===== config.mk =====
export PLATFORM = sky130hd
export DESIGN_NAME = prog_loader_flat
export DESIGN_NICKNAME = d
export VERILOG_FILES = /design/src/rtl/prog_loader_if.sv /design/src/rtl/prog_loader.sv /design/src/flat_wrapper.sv
export SDC_FILE = /design/constraint.sdc
export NUM_CORES = 1
export LEC_CHECK = 0
export ABC_AREA = 1
export CELL_PAD_IN_SITES_DETAIL_PLACEMENT = 0
export CELL_PAD_IN_SITES_GLOBAL_PLACEMENT = 1
export CORE_UTILIZATION = 41
export CTS_CLUSTER_SIZE = 14
export DETAILED_ROUTE_END_ITERATION = 16
export GPL_ROUTABILITY_DRIVEN = 0
export GPL_TIMING_DRIVEN = 0
export MAX_ROUTING_LAYER = met4
export PLACE_DENSITY_LB_ADDON = 0.1
export SETUP_SLACK_MARGIN = 0.02
export SLEW_MARGIN = 15
export SYNTH_ARGS = -nofsm -noshare
export SYNTH_HDL_FRONTEND = slang
export SYNTH_SLANG_ARGS = --single-unit
export TNS_END_PERCENT = 20

===== constraint.sdc =====
create_clock -name clk -period 3 [get_ports clk]
set_input_delay 0.75 -clock clk [delete_from_list [all_inputs] [get_ports clk]]
set_output_delay 0.75 -clock clk [all_outputs]
set_load 0.02 [all_outputs]

===== src/rtl/prog_loader_if.sv =====
// Byte-stream input and program-memory write bus of prog_loader.
interface prog_loader_if #(
   parameter int unsigned DATA_WIDTH = 32,
   parameter int unsigned ADDR_W     = 5
) ();
   logic [7:0]            in_data;
   logic                  in_valid;
   logic                  in_ready;
   logic                  mem_we;
   logic [ADDR_W-1:0]     mem_addr;
   logic [DATA_WIDTH-1:0] mem_wdata;
   logic                  cpu_hold;
   logic                  done;
   logic                  err;

   modport master (
      input  in_data, in_valid,
      output in_ready, mem_we, mem_addr, mem_wdata, cpu_hold, done, err
   );

   modport slave (
      output in_data, in_valid,
      input  in_ready, mem_we, mem_addr, mem_wdata, cpu_hold, done, err
   );
endinterface


===== src/rtl/prog_loader.sv =====
// Framed byte-stream loader writing MSB-first instruction words into program memory.
// Define PROG_LOADER_CSUM_EN to add the trailing checksum byte and the err flag.
module prog_loader #(
   parameter int unsigned DATA_WIDTH = 32,
   parameter int unsigned ADDR_W     = 5,
   parameter logic [7:0]  START_BYTE = 8'hA5
) (
   input logic          clk,
   input logic          rst,
   prog_loader_if.master bus
);
   localparam int unsigned BYTES_PER_WORD = DATA_WIDTH / 8;
   localparam int unsigned IDX_W          = $clog2(BYTES_PER_WORD);
   localparam int unsigned SHIFT_W        = DATA_WIDTH - 8;
   localparam logic [IDX_W-1:0] LAST_IDX  = IDX_W'(BYTES_PER_WORD - 1);

   typedef enum logic [2:0] {
      S_IDLE,
      S_COUNT,
      S_DATA,
`ifdef PROG_LOADER_CSUM_EN
      S_CSUM,
`endif
      S_DONE
   } state_t;

   state_t                state_q, state_d;
   logic                  in_ready_q, in_ready_d;
   logic                  mem_we_q, mem_we_d;
   logic [ADDR_W-1:0]     mem_addr_q, mem_addr_d;
   logic [DATA_WIDTH-1:0] mem_wdata_q, mem_wdata_d;
   logic                  cpu_hold_q, cpu_hold_d;
   logic                  done_q, done_d;
   logic [ADDR_W-1:0]     addr_q, addr_d;
   logic [ADDR_W-1:0]     last_addr_q, last_addr_d;
   logic [IDX_W-1:0]      idx_q, idx_d;
   logic [SHIFT_W-1:0]    shift_q, shift_d;
`ifdef PROG_LOADER_CSUM_EN
   logic [7:0]            acc_q, acc_d;
   logic                  err_q, err_d;
   logic [7:0]            csum_c;
`else
   // Set on the final word write so the done pulse lands one cycle after mem_we.
   logic                  flush_q, flush_d;
`endif
   logic                  fire_c;
   logic [DATA_WIDTH-1:0] word_c;

   assign fire_c = bus.in_valid & in_ready_q;
   assign word_c = {shift_q, bus.in_data};
`ifdef PROG_LOADER_CSUM_EN
   assign csum_c = acc_q + bus.in_data;
`endif

   // State and output registers.
   always_ff @(posedge clk) begin
      if (rst) begin
         state_q     <= S_IDLE;
         in_ready_q  <= 1'b1;
         mem_we_q    <= 1'b0;
         mem_addr_q  <= '0;
         mem_wdata_q <= '0;
         cpu_hold_q  <= 1'b0;
         done_q      <= 1'b0;
         addr_q      <= '0;
         last_addr_q <= '0;
         idx_q       <= '0;
         shift_q     <= '0;
`ifdef PROG_LOADER_CSUM_EN
         acc_q       <= '0;
         err_q       <= 1'b0;
`else
         flush_q     <= 1'b0;
`endif
      end else begin
         state_q     <= state_d;
         in_ready_q  <= in_ready_d;
         mem_we_q    <= mem_we_d;
         mem_addr_q  <= mem_addr_d;
         mem_wdata_q <= mem_wdata_d;
         cpu_hold_q  <= cpu_hold_d;
         done_q      <= done_d;
         addr_q      <= addr_d;
         last_addr_q <= last_addr_d;
         idx_q       <= idx_d;
         shift_q     <= shift_d;
`ifdef PROG_LOADER_CSUM_EN
         acc_q       <= acc_d;
         err_q       <= err_d;
`else
         flush_q     <= flush_d;
`endif
      end
   end

   // Frame parser: next state and next registered outputs.
   always_comb begin
      state_d     = state_q;
      mem_we_d    = 1'b0;
      mem_addr_d  = mem_addr_q;
      mem_wdata_d = mem_wdata_q;
      cpu_hold_d  = cpu_hold_q;
      done_d      = 1'b0;
      addr_d      = addr_q;
      last_addr_d = last_addr_q;
      idx_d       = idx_q;
      shift_d     = shift_q;
`ifdef PROG_LOADER_CSUM_EN
      acc_d       = acc_q;
      err_d       = err_q;
`else
      flush_d     = flush_q;
`endif

      case (state_q)
         S_IDLE: begin
            if (fire_c && (bus.in_data == START_BYTE)) begin
               state_d    = S_COUNT;
               cpu_hold_d = 1'b1;
               addr_d     = '0;
               idx_d      = '0;
`ifdef PROG_LOADER_CSUM_EN
               acc_d      = '0;
               err_d      = 1'b0;
`endif
            end
         end

         S_COUNT: begin
            // COUNT of 0 wraps to the top address, i.e. a full 32-word frame.
            if (fire_c) begin
               last_addr_d = ADDR_W'(bus.in_data - 8'd1);
               state_d     = S_DATA;
            end
         end

         S_DATA: begin
`ifndef PROG_LOADER_CSUM_EN
            if (flush_q) begin
               flush_d    = 1'b0;
               state_d    = S_DONE;
               done_d     = 1'b1;
               cpu_hold_d = 1'b0;
            end else
`endif
            if (fire_c) begin
               shift_d = SHIFT_W'({shift_q, bus.in_data});
               idx_d   = idx_q + IDX_W'(1);
`ifdef PROG_LOADER_CSUM_EN
               acc_d   = acc_q + bus.in_data;
`endif
               if (idx_q == LAST_IDX) begin
                  mem_we_d    = 1'b1;
                  mem_addr_d  = addr_q;
                  mem_wdata_d = word_c;
                  if (addr_q == last_addr_q) begin
`ifdef PROG_LOADER_CSUM_EN
                     state_d = S_CSUM;
`else
                     flush_d = 1'b1;
`endif
                  end else begin
                     addr_d = addr_q + ADDR_W'(1);
                  end
               end
            end
         end

`ifdef PROG_LOADER_CSUM_EN
         S_CSUM: begin
            if (fire_c) begin
               state_d = S_DONE;
               if (csum_c == 8'd0) begin
                  done_d     = 1'b1;
                  cpu_hold_d = 1'b0;
               end else begin
                  err_d = 1'b1;
               end
            end
         end
`endif

         S_DONE: state_d = S_IDLE;

         default: state_d = S_IDLE;
      endcase

      in_ready_d = (state_d != S_DONE);
   end

   assign bus.in_ready  = in_ready_q;
   assign bus.mem_we    = mem_we_q;
   assign bus.mem_addr  = mem_addr_q;
   assign bus.mem_wdata = mem_wdata_q;
   assign bus.cpu_hold  = cpu_hold_q;
   assign bus.done      = done_q;
`ifdef PROG_LOADER_CSUM_EN
   assign bus.err       = err_q;
`else
   assign bus.err       = 1'b0;
`endif
endmodule


===== src/flat_wrapper.sv =====
// flat-port wrapper written by rule: the top's interface ports become plain ports
module prog_loader_flat 
#(
   parameter int unsigned DATA_WIDTH = 32,
   parameter int unsigned ADDR_W     = 5,
   parameter logic [7:0]  START_BYTE = 8'hA5
)
  (clk, rst, bus_in_data, bus_in_valid, bus_in_ready, bus_mem_we, bus_mem_addr, bus_mem_wdata, bus_cpu_hold, bus_done, bus_err);
  prog_loader_if #(.DATA_WIDTH(DATA_WIDTH), .ADDR_W(ADDR_W)) bus_i ();
  input logic clk;
  input logic rst;
  input wire logic [$bits(bus_i.in_data)-1:0] bus_in_data;
  input wire logic [$bits(bus_i.in_valid)-1:0] bus_in_valid;
  output wire logic [$bits(bus_i.in_ready)-1:0] bus_in_ready;
  output wire logic [$bits(bus_i.mem_we)-1:0] bus_mem_we;
  output wire logic [$bits(bus_i.mem_addr)-1:0] bus_mem_addr;
  output wire logic [$bits(bus_i.mem_wdata)-1:0] bus_mem_wdata;
  output wire logic [$bits(bus_i.cpu_hold)-1:0] bus_cpu_hold;
  output wire logic [$bits(bus_i.done)-1:0] bus_done;
  output wire logic [$bits(bus_i.err)-1:0] bus_err;
  assign bus_i.in_data = bus_in_data;
  assign bus_i.in_valid = bus_in_valid;
  assign bus_in_ready = bus_i.in_ready;
  assign bus_mem_we = bus_i.mem_we;
  assign bus_mem_addr = bus_i.mem_addr;
  assign bus_mem_wdata = bus_i.mem_wdata;
  assign bus_cpu_hold = bus_i.cpu_hold;
  assign bus_done = bus_i.done;
  assign bus_err = bus_i.err;
  prog_loader #(.DATA_WIDTH(DATA_WIDTH), .ADDR_W(ADDR_W), .START_BYTE(START_BYTE)) u_core (.clk(clk), .rst(rst), .bus(bus_i));
endmodule

* Word-level counts from Yosys, hierarchy flattened
Cells that the tools add are included.
** Operators by class
- Multiplexer cells :: 23
- Reduce and logical (&&, ||, !) cells :: 11
- Bitwise gates (word level) :: 4
- Add/subtract/negate cells :: 3
- Equality and inequality tests :: 12
** Operators with widths (count)
- two-way mux 5 bit :: 5
- one-hot mux 5 bit (2 select lines) :: 1
- two-way mux 3 bit :: 3
- one-hot mux 3 bit (3 select lines) :: 1
- equality test 8 bit (second input constant) :: 1
- two-way mux 1 bit :: 8
- inequality test 2 x 1 -> 1 bit (second input constant) :: 4
- AND reduction 4 bit :: 2
- two-way mux 2 bit :: 3
- AND reduction 3 bit :: 2
- AND reduction 6 bit :: 1
- adder 5 x 1 -> 5 bit (second input constant) :: 1
- equality test 5 bit :: 1
- subtractor 5 x 1 -> 5 bit (second input constant) :: 1
- inequality test 2 bit (second input constant) :: 2
- one-hot mux 2 bit (2 select lines) :: 1
- OR reduction 4 bit :: 1
- equality test 3 x 1 -> 1 bit (second input constant) :: 1
- equality test 3 x 2 -> 1 bit (second input constant) :: 1
- logical NOT 3 bit :: 1
- inequality test 3 x 2 -> 1 bit (second input constant) :: 1
- NOT 1 bit :: 3
- adder 2 x 1 -> 2 bit (second input constant) :: 1
- equality test 2 bit (second input constant) :: 1
- other kinds (6) :: 6
** Storage, ports and cells
- Input port bits :: 11
- Register bits :: 81
- Output and inout bits :: 42
- Logic and storage cells :: 65

* Logic depth before layout (Yosys ltp)
Gate-level depths: netlist (run 1).
- Depth in word-level cells :: 6
- Gate-level depth with buffers :: 10
- Mapped depth without buffers :: 10

* Worst setup path before layout (run 1)
Ideal clock, no wire load.
- Path type :: input-to-reg
- From :: in bus_in_valid
- To :: reg u_core.mem_wdata_q[24], in the netlist u_core.bus.mem_wdata[24]
- Arrival :: 1.640 ns
- Setup time :: 0.116 ns
- Stages on the path :: 8
- Buffers on the path :: 1
- Required time :: 2.884 ns
- Setup slack :: 1.244 ns
- Path through :: nand2_1 > nor2_4 > nand3_4 > nor2_4 > inv_2 > buf_2 > nor2_1 > nor2_1
** On the way
- Longest elaborated chain between the ends :: 2
** Ends and longest elaborated chain
- start, declared :: line flat_wrapper.sv:13 : input wire logic [$bits(bus_i.in_valid)-1:0] bus_in_valid;
- AND 1 bit :: line prog_loader.sv:49 : assign fire_c = bus.in_valid & in_ready_q;
- AND reduction 4 bit (no source line)
- end signal, assigned :: line prog_loader.sv:80 : mem_wdata_q <= mem_wdata_d;
- end, declared :: line prog_loader.sv:31 : logic [DATA_WIDTH-1:0] mem_wdata_q, mem_wdata_d;
Every way passes these cells.
A chain may end at the register's enable or synchronous reset.

* Worst setup path after layout (run 1)
- From :: in bus_in_valid
- To :: reg u_core.mem_wdata_q[17], in the netlist u_core.bus.mem_wdata[17]
Same word-level chain as after synthesis.

==> key figures, run 1 <==
Outcome
  – Status: finished, final reports clean

Die
  – Initial Utilization: 0.429
  – Core area: 7330 um2
  – Die area: 8020 um2
  – Row cnt: 31
  – Die extent in x: 89.6 um
  – I/O Pins: 53
  – Die H: 89.6 um

Layout
  – Util after Layout: 0.539
  – NumNets Final: 493
  – Multi-input gate area: 1300 um2
  – # diodes: 0
  – Layout cells sized above 1: 0.0725
  – Non-Filler Instances: 582
  – Area occupied by registers: 1620 um2
  – Layout area overhead: 25.8%
  – Fillers: 734

Global route
  – Global-route wire length before repair: 12.5 mm
  – GRT Resource Usage Total: 0.213
  – Initial antenna violation count: 0
  – Vias in the first global route: 2,596
  – Largest net degree at the start of global routing: 15
  – Congestion Overflow GR: 0

Clock network
  – Max H-tree Level: 3
  – CTS resizes: 0
  – Worst-skew pair later-pin latency: 0.35 ns
  – Root buffer cell: clkbuf_8
  – Clock buffer depth: 2
  – Clk sink count: 81
  – Total CTS buffers: 9
  – Cts-stage hold buffer count: 0
  – CTS tree: done
  – Clock-pin slew on the worst setup and hold paths: 0.09 ns
  – Post-CTS repair timing setup buffer count: 0

Yosys
  – Syn. warnings: 0
  – Post-synth cell types: 26
  – Ys async rst share: 0
  – FF+latch count, synth: 81
  – Number of synthesized flops with an enable pin: 0
  – Area share of the largest cell type after synthesis: 0.516
  – Syn Inst Count: 415
  – Register area share after synthesis: 0.516
  – Synth area leaders: dfxtp_1 (52%), nand2_1 (16%), a21oi_1 (9.7%)
  – Most frequent cell after synthesis: nand2_1
  – Top_reg_cell synth: dfxtp_1
  – Top post-synthesis cells by count: nand2_1 (135), dfxtp_1 (81), a21oi_1 (61), inv_1 (30), nor2_1 (30)
  – Post-synth top area cell: dfxtp_1
  – Post-Syn Area per Cell: 7.57 um2
  – Cell Area, Synth: 3140 um2

Worst hold path
  – HP Class: register to register
  – Hold-critical path depth: 2

Detailed routing
  – Iteration-0 DRC Markers: 106
  – Top sig layer: met4
  – Detail Route Antenna Nets: 0
  – Drt drc: 0
  – Vias: 2,778
  – Final WL: 7.61 mm
  – Post-DR vias/cell: 4.77
  – Met3 Wirelength: 323 um
  – Drt first pass iters: 4
  – WL/cell: 13.1 um
  – Met1 wire length: 3.95 mm
  – Routed wl met2: 3.24 mm

STA
  – RSZ-0062 raised after global routing: no
  – Hold Fails Final Rpt: 0
  – Minimum clock period: 2.11 ns
  – Final Max Tran Viols: 0
  – Max transition margin: 0.632
  – Setup TNS: 0 ns
  – Final Skew: 0.0110 ns
  – Max Freq: 474 MHz
  – Final period utilization: 0.703
  – Slew @ Worst Pin: 0.552 ns
  – Final worst slack: 0.891 ns
  – Final setup viols: 0

Worst setup path
  – Setup crit end: u_core.bus.mem_wdata[17]$_SDFFE_PP0P_
  – Worst R2R Path Depth: 8
  – Setup crit start kind: primary input
  – Critical Path Source: bus_in_valid
  – Worst R2R Start: u_core.bus.in_ready$_SDFF_PP1_
  – WS Path Type: primary input to register
  – R2R Setup Slk: 1.41 ns
  – Critical Path End Type: register
  – Crit Path Max Fanout: 10
  – CP required: 3.22 ns
  – Reg2reg end: u_core.bus.mem_wdata[17]$_SDFFE_PP0P_
  – WP data arrival: 2.33 ns

Power
  – Pwr dens: 465 nW/um2
  – VDD IR max: 0.225 mV
  – Static leakage power: 1.46 nW
  – Pwr Total: 1.84 mW

Place
  – Pre-CTS setup slack: 0.506 ns
  – Post-DP HPWL: 5.58 mm
  – PortBufs: 51
  – DP Cell Count: 566

Run
  – Max-cap violation count: 0
stage by stage:
stage          cell area (um2)  hold slack [ns]
6_report                  3950            0.465
3_5_place_dp              3780            0.456
2_1_floorplan             3150            0.444
4_1_cts                   3950            0.470
3_3_place_gp              3780            0.451
5_1_grt                   3950            0.488
placed cells by master (no fill, tap or decap), types with 4 or more instances in the layout:
| master | synthesis | final |
|---|---|---|
| clkbuf_8 | 0 | 9 |
| inv_1 | 30 | 30 |
| nand2_1 | 135 | 135 |
| a21oi_1 | 61 | 61 |
| o21ai_0 | 19 | 19 |
| dfxtp_1 | 81 | 81 |
| ha_1 | 4 | 4 |
| buf_4 | 7 | 7 |
| nand4_1 | 8 | 8 |
| clkbuf_1 | 10 | 11 |
| nand3_1 | 8 | 8 |
| clkdlybuf4s50_1 | 0 | 51 |
| nor2_1 | 30 | 30 |
per-layer routing:
layer  GRT usage  vias up
met5           -        -
met4      0.0952        0
met3      0.0406        6
met2       0.306       73
met1       0.290     1258
li1            -     1441
report_power, final:
| part | internal, mW | total, mW | switching [mW] | leakage [nW] |
|---|---|---|---|---|
| Clock | 0.302 | 0.704 | 0.402 | 0.0785 |
| Sequential | 1.07 | 1.08 | 0.000456 | 0.652 |
| Combinational | 0.0219 | 0.0606 | 0.0387 | 0.728 |
state kept, by name (all words and copies together), names as in the netlist:
signal                cells
u_core.bus.done           1
u_core.bus.mem_wdata     32
u_core.idx_q              2
u_core.addr_q             5
u_core.last_addr_q        5
u_core.bus.mem_addr       5
u_core.bus.cpu_hold       1
u_core.flush_q            1
u_core.bus.mem_we         1
u_core.state_q            3
u_core.bus.in_ready       1
u_core.shift_q           24
worst max-delay path, stage by stage:
cell and delay (ns):
clkdlybuf4s50_1 0.45, nand2_1 0.11, nor2_4 0.17, nand3_4 0.17, nor2_4 0.22, inv_2 0.11
buf_2 0.20, nand2_1 0.08, a21oi_1 0.06
worst min-delay path by stage:
stage | startpoint | to | slack [ns]
final | u_core.bus.mem_wdata[15]$_SDFFE_PP0P_ | u_core.bus.mem_wdata[15]$_SDFFE_PP0P_ | 0.47
after detailed placement | u_core.shift_q[21]$_SDFFE_PP0P_ | u_core.shift_q[21]$_SDFFE_PP0P_ | 0.46
after CTS | u_core.bus.mem_wdata[22]$_SDFFE_PP0P_ | u_core.bus.mem_wdata[22]$_SDFFE_PP0P_ | 0.47
after global routing | u_core.bus.mem_wdata[22]$_SDFFE_PP0P_ | u_core.bus.mem_wdata[22]$_SDFFE_PP0P_ | 0.49
after global placement | u_core.bus.mem_wdata[17]$_SDFFE_PP0P_ | u_core.bus.mem_wdata[17]$_SDFFE_PP0P_ | 0.45
after floorplan | u_core.last_addr_q[0]$_SDFFE_PP0P_ | u_core.last_addr_q[0]$_SDFFE_PP0P_ | 0.44
cell type report:
type / count / share of cell area
clock buffer: 10 / 0.0323
inverter: 33 / 0.0313
multi-input combinational: 282 / 0.328
timing repair buffer: 51 / 0.129
tap: 99 / 0.0313
clock inverter: 6 / 0.0114
sequential: 81 / 0.410
buffer: 20 / 0.0266
kinds of logic (layout without fill, tap and decap cells):
group	count (synthesis)	count (layout)	share of synthesized area
adder cells (fa/ha/maj)	4	4	0.0159
AND/OR/NAND/NOR	190	190	0.251
buffers and inverters	53	120	0.0729
AO/OA/AOI/OAI	82	82	0.132
XOR/XNOR	4	4	0.0111
flip-flops	81	81	0.516
other	1	2	0.00119
No activity file was read; power rests on OpenSTA's default activity.
==> run 2, diff against run 1 <==
--- a/config.mk
+++ b/config.mk
@@ -8,7 +8,7 @@
 export ABC_AREA = 1
 export CELL_PAD_IN_SITES_DETAIL_PLACEMENT = 0
 export CELL_PAD_IN_SITES_GLOBAL_PLACEMENT = 1
-export CORE_UTILIZATION = 41
+export CORE_UTILIZATION = 34
 export CTS_CLUSTER_SIZE = 14
 export DETAILED_ROUTE_END_ITERATION = 16
 export GPL_ROUTABILITY_DRIVEN = 0
==> constraint.sdc (replaced) <==
create_clock -name clk -period 1.8 [get_ports clk]
set_input_delay 0.45 -clock clk [delete_from_list [all_inputs] [get_ports clk]]
set_output_delay 0.45 -clock clk [all_outputs]
set_load 0.02 [all_outputs]
==> run 2 against run 1 <==
Against the previous run:
- the run now ends with DRC left
- flip-flop and latch count stayed put
- setup slack worse by 0.82 ns
- die area is 20% higher
- sequential share of layout area is 2.0 points lower
- power is 84% higher
- sequential power is 66% higher
==> key figures, run 2 (same netlist as run 1, synthesis figures left out) <==
Outcome
  – Status: finished with violations
  – Violated checks: DRC

Power
  – P_int: 2.65 mW
  – Switching share of power: 0.216
  – Combinational group share of total power: 0.030
  – VDD IR max: 0.461 mV
  – Clock power share: 0.440
  – Net Sw Power: 0.731 mW
  – Static leakage power: 1.93 nW
  – Sequential power share: 0.530
  – Pwr dens: 815 nW/um2
  – Pwr Total: 3.38 mW

Global route
  – GR peak layer: met2
  – Vias in the first global route: 2,702
  – Initial antenna violation count: 0
  – Met2 Resource Use GR: 0.262
  – Global-route wire length before repair: 13.3 mm
  – GR Layer Usage met1: 0.252
  – M3 GR Usage: 0.0279
  – Congestion Overflow GR: 0
  – Largest net degree at the start of global routing: 14
  – GRT Resource Usage Total: 0.181

Die
  – Row cnt: 34
  – Die extent in x: 98.1 um
  – Core area: 8850 um2
  – I/O Pins: 53
  – Initial Utilization: 0.355
  – Die area: 9630 um2
  – Die H: 98.1 um

Layout
  – Layout area overhead: 32.1%
  – NumNets Final: 502
  – Layout cells sized above 1: 0.0996
  – Most frequent cells in the layout: nand2_1 (134), dfxtp_1 (81), a21oi_1 (61), nor2_1 (30), inv_1 (29)
  – Max reg flops: 32
  – Fillers: 943
  – Most common cell after layout, fill and taps aside: nand2_1
  – # diodes: 0
  – Util after Layout: 0.469
  – Non-Filler Instances: 600
  – Design Area, Final: 4150 um2

STA
  – Final Skew: 0.0132 ns
  – RSZ-0062 raised after global routing: no
  – Final Max Tran Viols: 0
  – Max Freq: 577 MHz
  – Final period utilization: 0.964
  – Minimum clock period: 1.73 ns
  – Hold Fails Final Rpt: 0
  – Final setup viols: 0
  – Slew @ Worst Pin: 0.549 ns
  – Max transition margin: 0.634
  – Hold WS: 0.451 ns

Clock network
  – Root buffer cell: clkbuf_8
  – CTS tree: done
  – Clk sink count: 81
  – Total CTS buffers: 9
  – Clock-pin slew on the worst setup and hold paths: 0.08 ns
  – Worst-skew pair later-pin latency: 0.35 ns
  – Max H-tree Level: 3
  – Cts-stage hold buffer count: 0
  – Clock buffer depth: 2

Worst setup path
  – Setup crit start kind: register
  – WP data arrival: 1.28 ns
  – Max incr delay on CP: 0.60 ns
  – CP required: 1.35 ns
  – Crit Path Max Fanout: 2
  – Slowest cell on the critical path: clkdlybuf4s50_1
  – WS Path Type: register to primary output
  – Worst Path Buf+Inv: 1
  – Critical Path End Type: primary output
  – CP cell instances: clkdlybuf4s50_1
  – Crit-path leading delay family: buffers and inverters

Detailed routing
  – Detail Route Antenna Nets: 0
  – Vias: 2,850
  – Drt first pass iters: 12
  – Post-DR vias/cell: 4.75
  – WL/cell: 13.5 um
  – Final WL: 8.08 mm
  – Drt drc: 1
  – Iteration-0 DRC Markers: 107

Place
  – Post-DP HPWL: 5.76 mm
  – PortBufs: 51
  – DP Cell Count: 575
  – Placed inst area: 3790 um2

Run
  – Max-cap violation count: 0

Worst hold path
  – HP Class: primary input to register
==> run 2: cell count changes in the layout (fill, tap and decap cells not counted), sizes merged <==
cell and delta:
clkbuf +2, buf +9, clkinvlp -1, dlymetal6s2s +22, clkinv -3, clkdlybuf4s50 -25
bufinv +2, dlygate4sd2 +3
==> run 2: final timing paths <==
path	startpoint	to	slack [ns]	cells past startpoint
hold reg to reg	u_core.bus.mem_wdata[14]$_SDFFE_PP0P_	u_core.bus.mem_wdata[14]$_SDFFE_PP0P_	0.46	2
setup / recovery	u_core.bus.mem_wdata[7]$_SDFFE_PP0P_	bus_mem_wdata[7]	0.07	1
setup reg to reg	u_core.state_q[1]$_SDFF_PP0_	u_core.addr_q[3]$_SDFFE_PP0P_	0.18	7
hold / removal	bus_in_data[0]	u_core.bus.mem_wdata[0]$_SDFFE_PP0P_	0.45	3
==> run 2: cell type report <==
cell class	count	area (um2)	area share
clock inverter	4	76.3	0.0184
tap	108	135	0.0325
clock buffer	12	145	0.0350
multi-input combinational	282	1310	0.315
buffer	20	108	0.0259
inverter	33	128	0.0307
sequential	81	1620	0.391
timing repair buffer	60	629	0.152
==> run 2: tightest hold or removal path: stages <==
cell,delay (ns)
dlymetal6s2s_1,0.17
nand2_1,0.08
a21oi_1,0.05
==> run 2: metrics by stage <==
stage / TNS [ns] / setup slack (ns)
2_1_floorplan: 0 / 0.320
3_3_place_gp: -23.68 / -0.443
3_5_place_dp: -25.37 / -0.463
4_1_cts: 0 / 0.0230
5_1_grt: 0 / 0.0200
6_report: 0 / 0.0656
==> run 2: routing by layer <==
| layer | vias up | part of all wire | wire, um |
|---|---|---|---|
| met1 | 1314 | 0.52 | 4200 |
| met5 | - | 0 | 0 |
| li1 | 1461 | - | - |
| met2 | 62 | 0.43 | 3480 |
| met4 | 0 | 0.013 | 104 |
| met3 | 13 | 0.036 | 288 |
==> run 2: power by group through the flow <==
stage	Combinational, mW	Sequential [mW]	Clock (mW)
final	0.103	1.79	1.49
after global placement	0.103	1.83	0
after CTS	0.103	1.79	1.53
after global routing	0.114	1.79	1.60
after detailed placement	0.102	1.83	0
after floorplan	0.0499	1.83	0
==> run 2: what timing repair did <==
item | in CTS | in global routing
endpoints found under the setup margin | 33 | 81
pin swaps | 2 | 3
resized for setup | 3 | 32
setup buffers | 5 | 4
endpoints found under the hold margin | 0 | 0
gates cloned | 0 | 0
==> run 3, diff against run 2 <==
--- a/config.mk
+++ b/config.mk
@@ -6,6 +6,7 @@
 export NUM_CORES = 1
 export LEC_CHECK = 0
 export ABC_AREA = 1
+export ABC_CLOCK_PERIOD_IN_PS = 1800
 export CELL_PAD_IN_SITES_DETAIL_PLACEMENT = 0
 export CELL_PAD_IN_SITES_GLOBAL_PLACEMENT = 1
 export CORE_UTILIZATION = 34
@@ -14,7 +15,7 @@
 export GPL_ROUTABILITY_DRIVEN = 0
 export GPL_TIMING_DRIVEN = 0
 export MAX_ROUTING_LAYER = met4
-export PLACE_DENSITY_LB_ADDON = 0.1
+export PLACE_DENSITY_LB_ADDON = 0.12
 export SETUP_SLACK_MARGIN = 0.02
 export SLEW_MARGIN = 15
 export SYNTH_ARGS = -nofsm -noshare
==> run 3 against run 2 <==
Against the previous run:
- the run still ends with DRC left
- clock skew shrank 0.0054 ns
- register-to-register slack gained 0.02 ns
- hold slack lost 0.019 ns
- sequential share of layout area shrank 0.60 points
- flip-flop and latch count is the same
- power grew 4.4%
- critical path depth is the same
- fmax shrank 0.94%
- first-iteration DRC count grew 5.6%
- routed wire length grew 0.87%
- non-clock buffer count shrank 1
- core utilization grew 0.74 points
- largest power group unchanged
- highest routed layer unchanged
==> key figures, run 3 (same netlist as run 1, synthesis figures left out) <==
STA
  – Final Skew: 0.00780 ns
  – Hold Fails Final Rpt: 0
  – RSZ-0062 raised after global routing: no
  – Final period utilization: 0.973
  – Final setup viols: 0
  – Max Freq: 571 MHz
  – Minimum clock period: 1.75 ns
  – Final Max Tran Viols: 0

Worst hold path
  – Hold Path End: u_core.shift_q[1]$_SDFFE_PP0P_
  – HP Class: primary input to register
  – Hold_sp: bus_in_data[1]
  – Hold-critical path depth: 3

Detailed routing
  – Drt first pass iters: 10
  – Iteration-0 DRC Markers: 113
  – Final WL: 8.15 mm
  – Drt drc: 4
  – Post-DR vias/cell: 4.71
  – WL/cell: 13.6 um
  – Vias: 2,822
  – Detail Route Antenna Nets: 0

Power
  – Net Sw Power: 0.771 mW
  – VDD IR max: 0.360 mV
  – Static leakage power: 2.15 nW
  – Sequential power share: 0.508
  – Pwr dens: 837 nW/um2
  – Switching share of power: 0.218
  – Combinational group share of total power: 0.030
  – Clock power share: 0.463
  – P_int: 2.76 mW

Die
  – Initial Utilization: 0.355
  – Die area: 9630 um2
  – Die extent in x: 98.1 um
  – I/O Pins: 53
  – Row cnt: 34
  – Die H: 98.1 um
  – Core area: 8850 um2

Worst setup path
  – Worst R2R Start: u_core.state_q[1]$_SDFF_PP0_
  – Worst R2R Path Depth: 7
  – WS Path Type: register to primary output
  – Worst Path Buf+Inv: 1
  – WP data arrival: 1.30 ns
  – Reg2reg end: u_core.addr_q[3]$_SDFFE_PP0P_
  – Setup crit start kind: register
  – Slowest cell on the critical path: clkdlybuf4s50_1
  – Max incr delay on CP: 0.62 ns
  – R2R Setup Slk: 0.20 ns
  – Crit Path Max Fanout: 2
  – CP cell instances: clkdlybuf4s50_1
  – Critical Path End Type: primary output
  – Crit-path leading delay family: buffers and inverters
  – CP required: 1.35 ns

Layout
  – Layout cells sized above 1: 0.0998
  – Most common cell after layout, fill and taps aside: nand2_1
  – Layout area overhead: 34.2%
  – Max reg flops: 32
  – Multi-input gate area: 1310 um2
  – Design Area, Final: 4220 um2
  – Non-Filler Instances: 599
  – # diodes: 0
  – NumNets Final: 501
  – Fillers: 910
  – Area occupied by registers: 1620 um2
  – Most frequent cells in the layout: nand2_1 (134), dfxtp_1 (81), a21oi_1 (61), dlymetal6s2s_1 (34), nor2_1 (30)

Clock network
  – Clk sink count: 81
  – Root buffer cell: clkbuf_8
  – Clock-pin slew on the worst setup and hold paths: 0.09 ns
  – Clock buffer depth: 2
  – CTS tree: done
  – Worst-skew pair later-pin latency: 0.35 ns
  – Cts-stage hold buffer count: 0
  – Total CTS buffers: 9
  – Max H-tree Level: 3

Run
  – Max-cap violation count: 0

Place
  – Placed inst area: 3790 um2
  – Post-DP HPWL: 5.74 mm
  – PortBufs: 51
  – DP Cell Count: 575

Global route
  – Global-route wire length before repair: 13.7 mm
  – GRT Resource Usage Total: 0.187
  – Largest net degree at the start of global routing: 15
  – Initial antenna violation count: 0
  – Congestion Overflow GR: 0
  – Vias in the first global route: 2,706

Outcome
  – Status: finished with violations
  – Violated checks: DRC
[run 3: layout make-up]
class / instances / share of cell area
well taps: 108 / 0.0320
flip-flops and latches: 81 / 0.385
inverters: 33 / 0.0294
clock buffers: 10 / 0.0303
multi-input cells: 282 / 0.310
clock inverters: 6 / 0.0273
plain buffers: 20 / 0.0267
repair buffers: 59 / 0.159
[run 3: how the worst max path moves through the flow]
stage                     slack, ns  cells past startpoint                                    end                                  start
final                          0.05                      1                        bus_mem_addr[1]    u_core.bus.mem_addr[1]$_SDFFE_PP0P_
after CTS                      0.02                      1                       bus_mem_wdata[7]   u_core.bus.mem_wdata[7]$_SDFFE_PP0P_
after floorplan                0.32                      8  u_core.bus.mem_wdata[24]$_SDFFE_PP0P_         u_core.bus.in_ready$_SDFF_PP1_
after detailed placement      -0.46                      9  u_core.bus.mem_wdata[24]$_SDFFE_PP0P_                           bus_in_valid
after global routing           0.02                      1                      bus_mem_wdata[24]  u_core.bus.mem_wdata[24]$_SDFFE_PP0P_
after global placement        -0.45                      9  u_core.bus.mem_wdata[24]$_SDFFE_PP0P_                           bus_in_valid
[run 3: per-layer routing]
metal  GRT usage  share of wire  up-vias
met5           -              0        -
met4      0.0654          0.016        0
met3      0.0301          0.030       12
met2       0.279           0.42       50
met1       0.256           0.53     1286
li1            -              -     1474
[run 3: power groups by stage]
stage	logic [mW]	clock network [mW]	registers (mW)
final	0.105	1.63	1.79
after global routing	0.116	1.74	1.79
after CTS	0.104	1.65	1.79
after detailed placement	0.103	0	1.83
after global placement	0.103	0	1.83
after floorplan	0.0499	0	1.83
[run 3: timing repair]
| item | CTS | global route |
|---|---|---|
| pin swaps | 2 | 4 |
| endpoints found under the setup margin | 31 | 92 |
| resized for setup | 0 | 46 |
| setup buffers | 5 | 3 |
[run 3: stage by stage]
step                      setup TNS [ns]  hold WS [ns]   util  setup WS, ns  power (mW)
after floorplan                        0         0.444      -         0.320        1.88
after global placement            -25.24         0.452  0.429        -0.449        1.94
after detailed placement          -25.22         0.454  0.429        -0.456        1.94
after CTS                              0         0.468  0.462        0.0168        3.54
after global routing                   0         0.451  0.477        0.0211        3.64
final                                  0         0.432  0.477        0.0492        3.53
